**src/rtl/rv32i_types.sv**
```systemverilog
// Shared RV32I pipeline types used by the branch predictor and resolver.
package rv32i_types;

  // Resolution feedback sent from EX back to the bimodal predictor.
  typedef struct packed {
    logic mp_valid;
    logic mispredicted;
  } brp_ex_t;

endpackage

```
**src/rtl/brq_fifo.sv**
```systemverilog
// In-order 1-bit FIFO of predicted directions with a single-cycle flush.
module brq_fifo #(
  parameter int unsigned DEPTH = 4
) (
  input  logic                     clk,
  input  logic                     rst_n,
  input  logic                     i_push,
  input  logic                     i_push_data,
  input  logic                     i_pop,
  input  logic                     i_flush,
  output logic                     o_head,
  output logic [$clog2(DEPTH):0]   o_count
);

  localparam int unsigned PTR_W = $clog2(DEPTH);
  localparam int unsigned CNT_BITS = PTR_W + 1;

  logic [DEPTH-1:0]    r_mem;
  logic [PTR_W-1:0]    r_wptr;
  logic [PTR_W-1:0]    r_rptr;
  logic [CNT_BITS-1:0] r_count;

  // Storage write; flushed pushes are wrong-path and never land.
  always_ff @(posedge clk) begin
    if (i_push && !i_flush) begin
      r_mem[r_wptr] <= i_push_data;
    end
  end

  // Pointer and occupancy tracking; pointers wrap since DEPTH is a power of two.
  always_ff @(posedge clk or negedge rst_n) begin
    if (!rst_n) begin
      r_wptr  <= '0;
      r_rptr  <= '0;
      r_count <= '0;
    end else if (i_flush) begin
      r_wptr  <= '0;
      r_rptr  <= '0;
      r_count <= '0;
    end else begin
      if (i_push) begin
        r_wptr <= r_wptr + PTR_W'(1);
      end
      if (i_pop) begin
        r_rptr <= r_rptr + PTR_W'(1);
      end
      case ({i_push, i_pop})
        2'b10:   r_count <= r_count + CNT_BITS'(1);
        2'b01:   r_count <= r_count - CNT_BITS'(1);
        default: r_count <= r_count;
      endcase
    end
  end

  assign o_head  = r_mem[r_rptr];
  assign o_count = r_count;

endmodule

```
**src/rtl/br_resolver.sv**
```systemverilog
// Matches in-flight branch predictions against EX outcomes, drives predictor
// feedback and fetch redirects, and keeps resolution statistics.
module br_resolver
  import rv32i_types::*;
#(
  parameter int unsigned DEPTH = 4,
  parameter int unsigned CNT_W = 32
) (
  input  logic             clk,
  input  logic             rst_n,
  input  logic             pred_valid,
  input  logic             pred_taken,
  output logic             pred_ready,
  input  logic             ex_valid,
  input  logic             ex_taken,
  input  logic [31:0]      ex_target,
  input  logic [31:0]      ex_pc_plus4,
  output brp_ex_t          brp_ex,
  output logic             update,
  output logic             redirect,
  output logic [31:0]      redirect_pc,
  output logic [CNT_W-1:0] br_count,
  output logic [CNT_W-1:0] mp_count,
  output logic             underflow_err
);

  localparam int unsigned CNT_BITS = $clog2(DEPTH) + 1;

  typedef enum logic {
    S_RUN,
    S_RECOVER
  } state_e;

  state_e              r_state;
  state_e              w_state_next;
  logic [CNT_BITS-1:0] w_count;
  logic                w_head;
  logic                w_run;
  logic                w_empty;
  logic                w_full;
  logic                w_deq;
  logic                w_mis;
  logic                w_enq;
  logic                w_underflow;
  logic [31:0]         w_correct_pc;

  brq_fifo #(
    .DEPTH (DEPTH)
  ) u_brq_fifo (
    .clk         (clk),
    .rst_n       (rst_n),
    .i_push      (w_enq),
    .i_push_data (pred_taken),
    .i_pop       (w_deq),
    .i_flush     (w_mis),
    .o_head      (w_head),
    .o_count     (w_count)
  );

  // Queue handshake and resolution decode for the current cycle.
  always_comb begin
    w_run        = (r_state == S_RUN);
    w_empty      = (w_count == '0);
    w_full       = (w_count == CNT_BITS'(DEPTH));
    pred_ready   = !w_full && w_run;
    w_deq        = ex_valid && !w_empty && w_run;
    w_mis        = w_deq && (w_head != ex_taken);
    w_enq        = pred_valid && pred_ready && !w_mis;
    w_underflow  = ex_valid && w_empty && w_run;
    w_correct_pc = ex_taken ? ex_target : ex_pc_plus4;
  end

  // Recovery FSM next state: a mispredict costs exactly one bubble cycle.
  always_comb begin
    w_state_next = r_state;
    case (r_state)
      S_RUN:     if (w_mis) w_state_next = S_RECOVER;
      S_RECOVER: w_state_next = S_RUN;
      default:   w_state_next = S_RUN;
    endcase
  end

  // FSM state register.
  always_ff @(posedge clk or negedge rst_n) begin
    if (!rst_n) begin
      r_state <= S_RUN;
    end else begin
      r_state <= w_state_next;
    end
  end

  // Registered resolution strobes and redirect target.
  always_ff @(posedge clk or negedge rst_n) begin
    if (!rst_n) begin
      brp_ex      <= '0;
      update      <= 1'b0;
      redirect    <= 1'b0;
      redirect_pc <= '0;
    end else begin
      brp_ex.mp_valid     <= w_deq;
      brp_ex.mispredicted <= w_mis;
      update              <= w_deq;
      redirect            <= w_mis;
      if (w_mis) begin
        redirect_pc <= w_correct_pc;
      end
    end
  end

  // Saturating statistics counters and sticky underflow flag.
  always_ff @(posedge clk or negedge rst_n) begin
    if (!rst_n) begin
      br_count      <= '0;
      mp_count      <= '0;
      underflow_err <= 1'b0;
    end else begin
      if (w_deq && (br_count != '1)) begin
        br_count <= br_count + CNT_W'(1);
      end
      if (w_mis && (mp_count != '1)) begin
        mp_count <= mp_count + CNT_W'(1);
      end
      if (w_underflow) begin
        underflow_err <= 1'b1;
      end
    end
  end

endmodule

```
**config.mk**
```make
export PLATFORM = sky130hd
export DESIGN_NAME = br_resolver
export DESIGN_NICKNAME = d
export VERILOG_FILES = /design/src/rtl/rv32i_types.sv /design/src/rtl/brq_fifo.sv /design/src/rtl/br_resolver.sv
export SDC_FILE = /design/constraint.sdc
export NUM_CORES = 1
export LEC_CHECK = 0
export ABC_CLOCK_PERIOD_IN_PS = 2900
export CAP_MARGIN = 20
export CORE_UTILIZATION = 46
export DETAILED_ROUTE_END_ITERATION = 8
export PLACE_DENSITY_LB_ADDON = 0.12
export SLEW_MARGIN = 20
export SYNTH_ARGS = -nofsm -noshare
export SYNTH_HDL_FRONTEND = slang
export SYNTH_SLANG_ARGS = --single-unit
```
**constraint.sdc**
```tcl
create_clock -name clk -period 2.9 [get_ports clk]
set_input_delay 0.725 -clock clk [delete_from_list [all_inputs] [get_ports clk]]
set_output_delay 0.725 -clock clk [all_outputs]
set_load 0.005 [all_outputs]
```
== After elaboration in Yosys (flattened, before gate mapping) ==
Cells that the tools add are included.
Widths: inputs -> output; s select.

* Flip-flop bits (word level): 111
* Input bits: 70
* Logic and storage cells: 60

* Add/subtract/negate cells: 6
* Magnitude comparators: 3
* Equal/unequal tests: 6
* Multiplexer cells: 14
* Bitwise logic cells: 1
* Reductions and logical operators: 19

{| class="wikitable"
|+ Operators with widths
! operator !! number
|-
| $add 32x1->32 const B || 2
|-
| $ne 32x32->1 const B || 2
|-
| $mux 32 || 1
|-
| $logic_and 1x1->1 || 12
|-
| $mux 2 || 4
|-
| $lt 2x3->1 const B || 2
|-
| $pmux 3 s2 || 1
|-
| $add 2x1->2 const B || 2
|-
| $bwmux 4 || 1
|-
| $reduce_bool 2->1 || 2
|-
| $add 3x1->3 const B || 1
|-
| $eq 3x3->1 const B || 1
|-
| $logic_not 1->1 || 3
|-
| $logic_not 3->1 || 1
|-
| $mux 1 || 3
|-
| $mux 3 || 1
|-
| $reduce_bool 3->1 || 1
|-
| $sub 3x1->3 const B || 1
|-
| $bmux 1 s2 || 1
|-
| $demux 1 s2 || 1
|-
| $eq 2x1->1 const B || 1
|-
| $eq 2x2->1 const B || 1
|-
| $ge 2x1->1 const B || 1
|-
| $pmux 1 s2 || 1
|-
| 2 further kinds || 2
|}

== Depth between registers and ports, before layout ==
* Word-level depth: 10
* Mapped depth: 10

== Cells and area by module ==
Synthesis repeated with hierarchy kept, for this count alone.

* Cells, all modules: 475
* Area, all modules: 5276.3 um^2

{| class="wikitable"
|+ By module, submodules not included
! module !! instances !! cells each !! area each (um^2)
|-
| br_resolver || 1 || 429 || 4693.3
|-
| brq_fifo || 1 || 46 || 583.1
|}

== Worst setup path after synthesis ==
No wires, ideal clock.

* Kind: input -> register
* From: in ex_taken
* To: reg u_brq_fifo.r_count[2] (netlist: u_brq_fifo.o_count[2])
* Library setup time: 0.132 ns
* Data arrival time: 2.367 ns
* Required time: 2.768 ns
* Path slack: 0.402 ns
* Cell stages on the path: 9
* Buffers on the path: 1
* Cells stage by stage: clkbuf_1 > xnor2_1 > o21ai_1 > ha_1 > fa_1 > xnor2_1 > nor2_1 > xnor2_1 > nor2_1

* Word-level cells in the longest chain between the ends: 7
* Elaborated cells between the ends (all ways): 9

{| class="wikitable"
|+ Ends and longest elaborated chain
! element !! RTL line !! source
|-
| start: declaration || br_resolver.sv:15 || <nowiki>input logic ex_taken,</nowiki>
|-
| $ne 1x1->1 (*) || br_resolver.sv:67 || <nowiki>w_mis = w_deq && (w_head != ex_taken);</nowiki>
|-
| $logic_and 1x1->1 (*) || br_resolver.sv:67 ||
|-
| $logic_not 1->1 || br_resolver.sv:68 || <nowiki>w_enq = pred_valid && pred_ready && !w_mis;</nowiki>
|-
| $logic_and 1x1->1 || br_resolver.sv:68 ||
|-
| $eq 2x1->1 / $eq 2x2->1 (equally long branches) || brq_fifo.sv:47 || <nowiki>case ({i_push, i_pop})</nowiki>
|-
| $pmux 3 s2 || brq_fifo.sv:47 ||
|-
| $mux 3 || brq_fifo.sv:36 || <nowiki>end else if (i_flush) begin</nowiki>
|-
| end signal: assignment || brq_fifo.sv:48 || <nowiki>2'b10: r_count <= r_count + CNT_BITS'(1);</nowiki>
|-
| end signal: assignment || brq_fifo.sv:49 || <nowiki>2'b01: r_count <= r_count - CNT_BITS'(1);</nowiki>
|-
| end signal: assignment || brq_fifo.sv:50 || <nowiki>default: r_count <= r_count;</nowiki>
|-
| end: declaration || brq_fifo.sv:21 || <nowiki>logic [CNT_BITS-1:0] r_count;</nowiki>
|}

Mark *: on every way between the ends. The rest lies on a longest branch, timed or not.
A chain may end at the register's enable or synchronous reset.

== Worst setup path after layout ==
* From: reg u_brq_fifo.r_rptr[0]
* To: reg u_brq_fifo.r_count[2] (netlist: u_brq_fifo.o_count[2])

* Word-level cells in the longest chain between the ends: 9
* Elaborated cells between the ends (all ways): 11

{| class="wikitable"
|+ Ends and longest elaborated chain
! element !! RTL line !! source
|-
| start: declaration || brq_fifo.sv:20 || <nowiki>logic [PTR_W-1:0] r_rptr;</nowiki>
|-
| start signal: assignment || brq_fifo.sv:45 || <nowiki>r_rptr <= r_rptr + PTR_W'(1);</nowiki>
|-
| $bmux 1 s2 (*) || brq_fifo.sv:55 || <nowiki>assign o_head = r_mem[r_rptr];</nowiki>
|-
| $mux 1 (not written as such) (*) || brq_fifo.sv:55 ||
|-
| $ne 1x1->1 (*) || br_resolver.sv:67 ||
|-
| $logic_and 1x1->1 (*) || br_resolver.sv:67 ||
|-
| $logic_not 1->1 || br_resolver.sv:68 ||
|-
| $logic_and 1x1->1 || br_resolver.sv:68 ||
|-
| $eq 2x1->1 / $eq 2x2->1 (equally long branches) || brq_fifo.sv:47 ||
|-
| $pmux 3 s2 || brq_fifo.sv:47 ||
|-
| $mux 3 || brq_fifo.sv:36 ||
|}

Mark *: on every way between the ends. The rest lies on a longest branch, timed or not. The select of a mux whose other input is x is not followed.

==> results.sh <==
export IMPL_status="complete, no violations"
export IMPL_slew_headroom=0.651
export IMPL_wl_met1_mm=5.27
export IMPL_multiInputGateArea_sq_um=2230
export IMPL_fill_cells=893
export IMPL_cp_start_kind="flop"
export IMPL_drcViolationCount=0
export IMPL_skew_ns=0.0159
export IMPL_rows=38
export IMPL_dieArea_sq_um=11600
export IMPL_clock_path_buffers=2
export IMPL_rsz0062_at_grt="false"
export IMPL_antenna_found_initial=0
export IMPL_fin_nets=725
export IMPL_first_global_vias=3955
export IMPL_worst_r2r_path_depth=9
export IMPL_preCtsSetupSlack_ns=0.0735
export IMPL_cp_num_cells=9
export IMPL_layout_cells_most_common_list="clkdlybuf4s50_1, dfrtp_1, nor2_1"
export IMPL_critical_path_arrival_ns=2.75
export IMPL_wl_met2_mm=5.35
export IMPL_synth_seq_cells=111
export IMPL_grt_usage=0.209
export IMPL_synth_cell_types=43
export IMPL_cts_root_buf="clkbuf_8"
export IMPL_leakage_nw=3.12
export IMPL_max_freq_ghz=0.398
export IMPL_rr_startpoint="u_brq_fifo.r_rptr[0]$_DFFE_PN0P_"
export IMPL_gp_congestion=0.795
export IMPL_holdBufCountCts=0
export IMPL_power_mw=5.04
export IMPL_drt_iter0_drc=186
export IMPL_grt_pass1_wl_mm=18.9
export IMPL_setup_violations=0
export IMPL_p_per_area_nw_per_um2=694
export IMPL_wl_met3_microns=924
export IMPL_dp_final_hpwl_mm=8.76
export IMPL_period_minus_slack_ns=2.51
export IMPL_hold_viol_final=0
export IMPL_vias_per_cell=5.16
export IMPL_grt_max_degree=50
export IMPL_critical_path_buf_inv_count=0
export IMPL_synth_area_sq_um=5140
export IMPL_worstSkewPairLatency_ns=0.38
export IMPL_path_class="reg -> reg"
export IMPL_postCtsSetupBuffers=0
export IMPL_wl_per_cell_microns=14.8
export IMPL_vdd_drop_max_mv=0.562
export IMPL_path_cells="mux4_2 -> xnor2_1 -> o21ai_1 -> ha_1 -> fa_1 -> xnor2_1 -> nor2_1 -> xnor2_1 -> nor2_1"
export IMPL_port_buffers=171
export IMPL_r2r_end="u_brq_fifo.o_count[2]$_DFFE_PN0P_"
export IMPL_cpMostUsedCell="xnor2_1"
export IMPL_ant_nets=0
export IMPL_core_area_sq_um=10800
export IMPL_synthCells=471
export IMPL_numClockSinks=111
export IMPL_setup_ws_ns=0.390
export IMPL_max_slew_worst_pin_slew_ns=0.523
export IMPL_crit_fanout=3
export IMPL_hold_path_class="in -> async"
export IMPL_cpPeakStageDelay_ns=0.53
export IMPL_totalWireLength_mm=11.8
export IMPL_drt_first_pass_iters=4
export IMPL_slew_viol_final=0
export IMPL_vias=4087
export IMPL_path_delay_family="adder cells"
export IMPL_seq_area_frac_synth=0.544
export IMPL_final_common_cell="clkdlybuf4s50_1"
export IMPL_htreeDepth=3
export IMPL_fin_cells=792
export IMPL_diodes=0
export IMPL_top_layer_used="met4"
export IMPL_avgSynthCellArea_sq_um=10.9
export IMPL_dp_cells=776
export IMPL_die_y_microns=108
export IMPL_synth_nets=549
export IMPL_clk_pin_slew_ns=0.10
export IMPL_cts_inserted_buffers=9
export IMPL_grt_ovfl_total=0
export IMPL_ios=172
export IMPL_drv_cap=0
export IMPL_fin_tns_setup_ns=0
export IMPL_initial_core_util=0.474
export IMPL_die_x_microns=108
export IMPL_syn_to_final_growth_pct=41.2
export IMPL_fin_crit_sh=0.865
export IMPL_cts_tree="done"
export IMPL_yosysWarnings=0
export IMPL_fin_util=0.669
export IMPL_worstSetupEndpointType="flop"
export IMPL_regArea_sq_um=2800
export IMPL_drive_gt1_frac=0.0644
export IMPL_critPathRequiredTime_ns=3.14
export IMPL_cts_resized=0
export IMPL_reg2reg_slack_ns=0.39
export IMPL_critPathSlowestCell="mux4_2"
-- layout make-up --
class	count	area share
repair buffers	183	0.249
inverters	8	0.00414
multi-input cells	334	0.308
well taps	140	0.0241
clock buffers	10	0.0205
flip-flops and latches	111	0.386
clock inverters	6	0.00879
-- metrics by stage --
stage / instance area [sq um] / hold WS, ns
6_report: 7260 / 0.305
5_1_grt: 7260 / 0.326
4_1_cts: 7260 / 0.308
3_5_place_dp: 7040 / 0.489
3_3_place_gp: 7040 / 0.469
2_1_floorplan: 5140 / 0.429
-- how the worst max path moves through the flow --
stage	to	startpoint	slack, ns
3_5_place_dp	u_brq_fifo.o_count[1]$_DFFE_PN0P_	ex_valid	0.07
4_1_cts	u_brq_fifo.o_count[2]$_DFFE_PN0P_	u_brq_fifo.r_rptr[0]$_DFFE_PN0P_	0.35
6_report	u_brq_fifo.o_count[2]$_DFFE_PN0P_	u_brq_fifo.r_rptr[0]$_DFFE_PN0P_	0.39
3_3_place_gp	mp_count[28]$_DFFE_PN0P_	ex_valid	0.15
2_1_floorplan	u_brq_fifo.o_count[2]$_DFFE_PN0P_	ex_taken	0.40
5_1_grt	u_brq_fifo.o_count[2]$_DFFE_PN0P_	u_brq_fifo.r_rptr[0]$_DFFE_PN0P_	0.18
-- where the power goes --
group | switching (mW) | internal, mW
Sequential | 0.270 | 1.93
Combinational | 0.798 | 1.07
Clock | 0.520 | 0.454
-- routing by layer --
| metal | global-route usage | vias to the layer above |
|---|---|---|
| met5 | 0 | - |
| met1 | 0.278 | 1950 |
| li1 | - | 1975 |
| met4 | 0.0900 | 0 |
| met2 | 0.331 | 146 |
| met3 | 0.0424 | 16 |
-- sequential cells by signal (all words and copies together) (netlist names) --
| register | count |
|---|---|
| underflow_err | 1 |
| u_brq_fifo.r_rptr | 2 |
| u_brq_fifo.o_count | 3 |
| u_brq_fifo.r_wptr | 2 |
| redirect_pc | 32 |
| redirect | 1 |
| br_count | 32 |
| r_state | 1 |
| mp_count | 32 |
| update | 1 |
| u_brq_fifo.r_mem | 4 |
-- cell usage after synthesis, drive strengths merged --
library cell | instances | area share
o21a | 2 | 0.0029
nor4 | 4 | 0.0061
nand4b | 2 | 0.0034
o21ai | 2 | 0.0027
and3 | 14 | 0.017
o311a | 1 | 0.0019
xor2 | 17 | 0.029
mux2i | 34 | 0.066
or4b | 1 | 0.0027
inv | 8 | 0.0058
xnor2 | 49 | 0.084
nand3b | 2 | 0.0029
and4bb | 1 | 0.0024
nor3 | 7 | 0.0068
nand3 | 20 | 0.019
nand2 | 30 | 0.022
buf | 7 | 0.0078
mux2 | 1 | 0.0022
nand2b | 2 | 0.0024
and2 | 3 | 0.0037
a31oi | 1 | 0.0012
nor2 | 62 | 0.046
fa | 1 | 0.0039
o311ai | 1 | 0.0017
o21ba | 1 | 0.0019
a21oi | 33 | 0.032
and4 | 9 | 0.015
mux4 | 1 | 0.0044
or2 | 3 | 0.0037
clkbuf | 11 | 0.0080
ha | 7 | 0.017
or3 | 2 | 0.0034
a31o | 1 | 0.0017
nand4 | 20 | 0.024
edfxtp | 4 | 0.023
dfrtp | 107 | 0.52
-- kinds of logic (layout without fill, tap and decap cells) --
logic type      count (synthesis)  in the layout  share of synthesized area
compound gates                 42             42                     0.0463
xor+xnor                       66             66                      0.112
fa+ha+maj                       8              8                     0.0209
buf+inv                        26            207                     0.0217
flops                         111            111                      0.544
mux                            36             36                     0.0728
simple gates                  182            182                      0.181
No activity file was read; power rests on OpenSTA's default activity.
